--- src/rtl/seq_mult_param.sv ---
// Iterative shift-add multiplier, WIDTH-bit signed/unsigned operands,
// 2*WIDTH-bit product, optional early exit once the multiplier runs out of ones.
module seq_mult_param #(
    parameter int WIDTH      = 32,
    parameter bit EARLY_EXIT = 1'b0
) (
    input  logic               clock,
    input  logic               reset,
    input  logic               start,
    input  logic               signed_mode,
    input  logic [WIDTH-1:0]   A,
    input  logic [WIDTH-1:0]   B,
    output logic               busy,
    output logic               end_mul,
    output logic [2*WIDTH-1:0] produto
);

    localparam int CW = $clog2(WIDTH);

    typedef enum logic [1:0] {
        IDLE,
        CALC,
        DONE
    } state_t;

    state_t             state_q, state_d;
    logic [WIDTH-1:0]   mag_a_q, mag_a_d;
    logic [WIDTH-1:0]   mag_b_q, mag_b_d;
    logic               neg_q, neg_d;
    logic [2*WIDTH-1:0] acc_q, acc_d;
    logic [CW-1:0]      cnt_q, cnt_d;
    logic [2*WIDTH-1:0] produto_q, produto_d;
    logic               end_mul_q, end_mul_d;
    logic [2*WIDTH-1:0] addend;
    logic               last;

    always_comb begin
        state_d   = state_q;
        mag_a_d   = mag_a_q;
        mag_b_d   = mag_b_q;
        neg_d     = neg_q;
        acc_d     = acc_q;
        cnt_d     = cnt_q;
        produto_d = produto_q;
        end_mul_d = 1'b0;
        addend    = {{WIDTH{1'b0}}, mag_a_q} << cnt_q;
        // Final iteration: full count reached, or no multiplier ones left above bit 0
        last      = (cnt_q == CW'(WIDTH - 1)) ||
                    (EARLY_EXIT && (mag_b_q[WIDTH-1:1] == '0));
        unique case (state_q)
            IDLE: begin
                if (start) begin
                    mag_a_d = (signed_mode && A[WIDTH-1]) ? -A : A;
                    mag_b_d = (signed_mode && B[WIDTH-1]) ? -B : B;
                    neg_d   = signed_mode & (A[WIDTH-1] ^ B[WIDTH-1]);
                    acc_d   = '0;
                    cnt_d   = '0;
                    state_d = CALC;
                end
            end
            CALC: begin
                if (mag_b_q[0]) begin
                    acc_d = acc_q + addend;
                end
                mag_b_d = mag_b_q >> 1;
                cnt_d   = cnt_q + CW'(1);
                if (last) begin
                    state_d = DONE;
                end
            end
            DONE: begin
                produto_d = neg_q ? -acc_q : acc_q;
                end_mul_d = 1'b1;
                state_d   = IDLE;
            end
            default: state_d = IDLE;
        endcase
    end

    always_ff @(posedge clock) begin
        if (reset) begin
            state_q   <= IDLE;
            mag_a_q   <= '0;
            mag_b_q   <= '0;
            neg_q     <= 1'b0;
            acc_q     <= '0;
            cnt_q     <= '0;
            produto_q <= '0;
            end_mul_q <= 1'b0;
        end else begin
            state_q   <= state_d;
            mag_a_q   <= mag_a_d;
            mag_b_q   <= mag_b_d;
            neg_q     <= neg_d;
            acc_q     <= acc_d;
            cnt_q     <= cnt_d;
            produto_q <= produto_d;
            end_mul_q <= end_mul_d;
        end
    end

    assign busy    = (state_q != IDLE);
    assign end_mul = end_mul_q;
    assign produto = produto_q;

endmodule

--- config.mk ---
export PLATFORM = sky130hd
export DESIGN_NAME = seq_mult_param
export DESIGN_NICKNAME = d
export VERILOG_FILES = /design/src/rtl/seq_mult_param.sv
export SDC_FILE = /design/constraint.sdc
export NUM_CORES = 1
export LEC_CHECK = 0
export ABC_AREA = 1
export CELL_PAD_IN_SITES_DETAIL_PLACEMENT = 1
export CELL_PAD_IN_SITES_GLOBAL_PLACEMENT = 1
export CORE_MARGIN = 2
export CORE_UTILIZATION = 40
export CTS_CLUSTER_SIZE = 8
export DETAILED_ROUTE_END_ITERATION = 6
export GPL_ROUTABILITY_DRIVEN = 0
export PLACE_DENSITY_LB_ADDON = 0.1
export SLEW_MARGIN = 25
export SYNTH_ARGS = -nofsm -noshare
export SYNTH_HDL_FRONTEND = slang
export SYNTH_SLANG_ARGS = --single-unit
--- constraint.sdc ---
create_clock -name clock -period 4.4 [get_ports clock]
set_input_delay 0.44 -clock clock [delete_from_list [all_inputs] [get_ports clock]]
set_output_delay 0.44 -clock clock [all_outputs]
set_load 0.01 [all_outputs]
==> key figures <==
Detailed routing
  – DRT iter0 DRCs: approximately 1.4k
  – Drt first pass iters: 5
  – Vias: around 22k
  – WL final: approximately 79 mm
  – Routed WL per cell: just under 20 µm
  – Vias per cell: between 5 and 6
  – DRC: 0
  – Final ANT Viol Nets: 0

STA
  – Setup slack after layout: ~140 ps
  – Final hold violations: 0
  – Hold slack: 461 ps
  – Tightest Pin Transition: ~900 ps
  – Max-slew violations: 0
  – Worst clock skew: between 30 and 40 ps
  – Max frequency: ~0.23 GHz
  – Slew headroom: about 40%
  – Endpoints failing setup: 0
  – Tcrit/Tclk final: between 90 and 100%
  – Tmin final: between 4000 and 5000 ps
  – Fin Setup TNS: 0 ps
  – RSZ-0062 raised after global routing: true

Critical path
  – CP Launch Type: flip-flop
  – CP delay by family, top: simple AND/OR/NAND/NOR gates
  – Crit path max-delay cell type: ha_1
  – Number of buffers and inverters on the critical path: 3
  – CP max stage delay: around 440 ps
  – Arr. time, crit path: around 4700 ps
  – WP data required: a little under 5000 ps
  – CP Max Fanout: 16
  – Most frequent CP cell: nand2_1
  – Crit path cell chain: inv_1, buf_4, nand3_1, nand2_1, nor2_1, a31oi_1, o21ai_0, nand2_1, o21ai_0, ha_1, nand2_1, nor2_1, inv_1, nor2_1, a21oi_1, nand2_1, nand2_1, nand2_1, nand2_1, nand3_1, a21oi_1
  – Critical Path End Type: flip-flop
  – Crit Path Category: flip-flop to flip-flop

Die
  – CORE AREA: 45,400 µm²
  – Die height: about 220 µm
  – Row Count: between 70 and 80
  – Ports: between 100 and 150
  – Chip width: ~220 µm
  – Initial Util: 40.6%
  – Die ar.: between 40,000 and 50,000 µm²

Power
  – PwrDens: around 250 nW/µm²
  – Logic pwr share: 21.2%
  – Maximum VDD drop: 0.000244 V
  – Internal power: about 3600 µW
  – Switching Share: 32.4%
  – Psw: between 1500 and 2000 µW
  – Leak pwr: roughly 0.011 µW
  – Sequential share of power: ~37%
  – Proportion of power drawn by the clock network: a little over two fifths

Yosys
  – Combinational family with the most area after synthesis: simple AND/OR/NAND/NOR gates
  – Synth Area in Compound Gates: between 10% and 20%
  – Synth Warn #: 0
  – Mapped Area: between 15,000 and 20,000 µm²
  – Post-Synthesis Cells: 3,347
  – Sequential area share after synthesis: between 20 and 25%
  – Synth Area in Simple Gates: between 40% and 50%
  – Syn_nets: between 3k and 4k
  – XOR/XNOR share of the synthesized area: around 2.4%
  – Post-Synth Adder-Cell Area: under 10%
  – Mux contribution to synthesized area: 0.923%
  – Seq cells post-synth: around 200
  – Post-synth cell types: between 50 and 60
  – Mean Syn Cell Area: approximately 5.5 µm²

CTS
  – CTS tree: yes
  – Reg clk slew, reported paths: 50 ps
  – Clock latency on the worst-skew pair: about 590 ps
  – CTS Hold Bufs: 0
  – TritonCTS buffer count: 30
  – Maximum clock insertion buffer count: 3
  – CTS root buffer: clkbuf_16
  – H-tree levels: 1
  – Clock sinks: between 200 and 250

GRT
  – Global Route Usage Sum: around a third
  – Initial antenna violation count: 1
  – Pin count of the biggest net entering global routing: between 100 and 150
  – First-pass GRT wire length: between 100 and 150 mm
  – GR Overflow Total: 0
  – Vias in the first global route: 22.6k

Place
  – Dpl ws: ~260 ps
  – PortBufs: about 130
  – Placed Area: about 20,000 µm²
  – DP HPWL: 63.4 mm

Layout
  – Fraction of layout cells with a size suffix above 1: about 3.7%
  – P&R area growth vs syn: 14.9%
  – Cell area after layout: about 21,000 µm²
  – # diodes: 0
  – Fin nets: between 3k and 4k

Run
  – Max-Cap Viols: 0

Outcome
  – Status: complete, no violations

Worst hold path
  – Worst min path class: flip-flop to flip-flop
-- worst paths after layout --
path / startpoint / end / slack, ps / cells past startpoint
worst min-delay path: mag_b_q[6]$_SDFFE_PP0P_ / mag_b_q[6]$_SDFFE_PP0P_ / 460 / 2
worst max-delay path: cnt_q[1]$_SDFFE_PP0P_ / acc_q[62]$_SDFFE_PP0P_ / 140 / 21
worst min register to register: mag_b_q[6]$_SDFFE_PP0P_ / mag_b_q[6]$_SDFFE_PP0P_ / 460 / 2
worst max register to register: cnt_q[1]$_SDFFE_PP0P_ / acc_q[62]$_SDFFE_PP0P_ / 140 / 21
-- cell usage after synthesis (all sizes together) --
library cell / instances / share of area [%]
nand2: 1084 / 22
nor4: 6 / 0.20
or2: 18 / 0.61
fa: 1 / 0.11
a221oi: 4 / 0.19
and2: 1 / 0.034
nor3b: 1 / 0.041
a31oi: 24 / 0.81
inv: 514 / 10
a211oi: 2 / 0.081
o21bai: 5 / 0.20
xnor2: 7 / 0.33
nand3: 232 / 6.4
o211ai: 17 / 0.69
nand4: 37 / 1.3
o22ai: 1 / 0.034
ha: 68 / 4.6
dfxtp: 201 / 22
a2bb2oi: 1 / 0.048
nand3b: 8 / 0.33
o31ai: 10 / 0.41
nor2: 379 / 7.9
a21o: 2 / 0.081
o221ai: 9 / 0.43
mux2i: 17 / 0.92
and3: 2 / 0.075
buf: 32 / 0.79
clkbuf: 90 / 1.9
o2111ai: 2 / 0.095
o21ai: 238 / 6.5
a41oi: 1 / 0.048
nor3: 53 / 1.6
a21oi: 219 / 5.9
o21a: 4 / 0.16
a22oi: 14 / 0.57
xor2: 43 / 2.0
-- per-layer routing --
metal	routed length (µm)	share of wire, %	up-vias	track usage (%)
li1	-	-	10800	-
met1	33000	42	10500	38.9
met2	37500	48	634	56.5
met3	3780	4.8	188	3.67
met4	4270	5.4	2	15.9
met5	9	0.011	-	0
-- through the flow --
step           util, %  total power, µW  cells
2_1_floorplan        -             2620   3347
3_3_place_gp      44.8             3010   3994
3_5_place_dp      44.8             3040   3994
4_1_cts           46.6             5260   4031
5_1_grt           46.7             5460   4032
6_report          46.7             5260   4032
-- registers in the layout, summed over array words and instances (netlist names) --
signal / count
mag_a_q: 32
mag_b_q: 32
produto: 64
acc_q: 64
cnt_q: 5
end_mul: 1
neg_q: 1
state_q: 2
-- repair_timing --
item,CTS,global route
buffers inserted,0,0
gates resized for setup,0,5
endpoints found under the setup margin,0,24
-- final cells by class --
class | count | area [µm²]
Timing Repair Buffer | 169 | 1610
Tap cell | 600 | 751
Multi-Input combinational cell | 2510 | 12000
Clock buffer | 33 | 772
Inverter | 514 | 1930
Clock inverter | 4 | 81.3
Sequential cell | 201 | 4030
Fill cell | 6525 | 24200
Timing Repair inverter | 1 | 5.00
-- power groups by stage --
stage	Sequential, µW	Combinational [µW]	Clock (µW)
detailed placement	1960	1080	0
finish	1930	1110	2220
CTS	1930	1090	2250
global route	1930	1210	2320
floorplan	1940	681	0
global placement	1960	1050	0
-- placed cells by master (no fill, tap or decap), types with 43 or more instances in the layout --
cell type / count
nand3_1: 227
nor3_1: 49
nor2_1: 369
dfxtp_1: 200
inv_1: 507
a21oi_1: 219
ha_1: 68
o21ai_0: 222
xor2_1: 43
nand2_1: 1079
clkdlybuf4s50_1: 132
-- worst reg2reg max path, stage by stage (launching register included) --
cell and delay, ps:
dfxtp_1 310, inv_1 390, buf_4 230, nand3_1 150, nand2_1 110, nor2_1 50, a31oi_1 390, o21ai_0 210
nand2_1 110, o21ai_0 140, ha_1 440, nand2_1 130, nor2_1 250, inv_1 90, nor2_1 320, a21oi_1 130
nand2_1 270, nand2_1 130, nand2_1 80, nand2_1 50, nand3_1 70, a21oi_1 60
-- cells by family after synthesis --
group,count (synthesis)
and+or+nand+nor,1821
buffers and inverters,636
AOI/OAI and AO/OA,553
DFF,201
adders and majority gates,69
xor gates and xnor gates,50
muxes,17
Note: power is estimated with default switching activity, not from simulation.
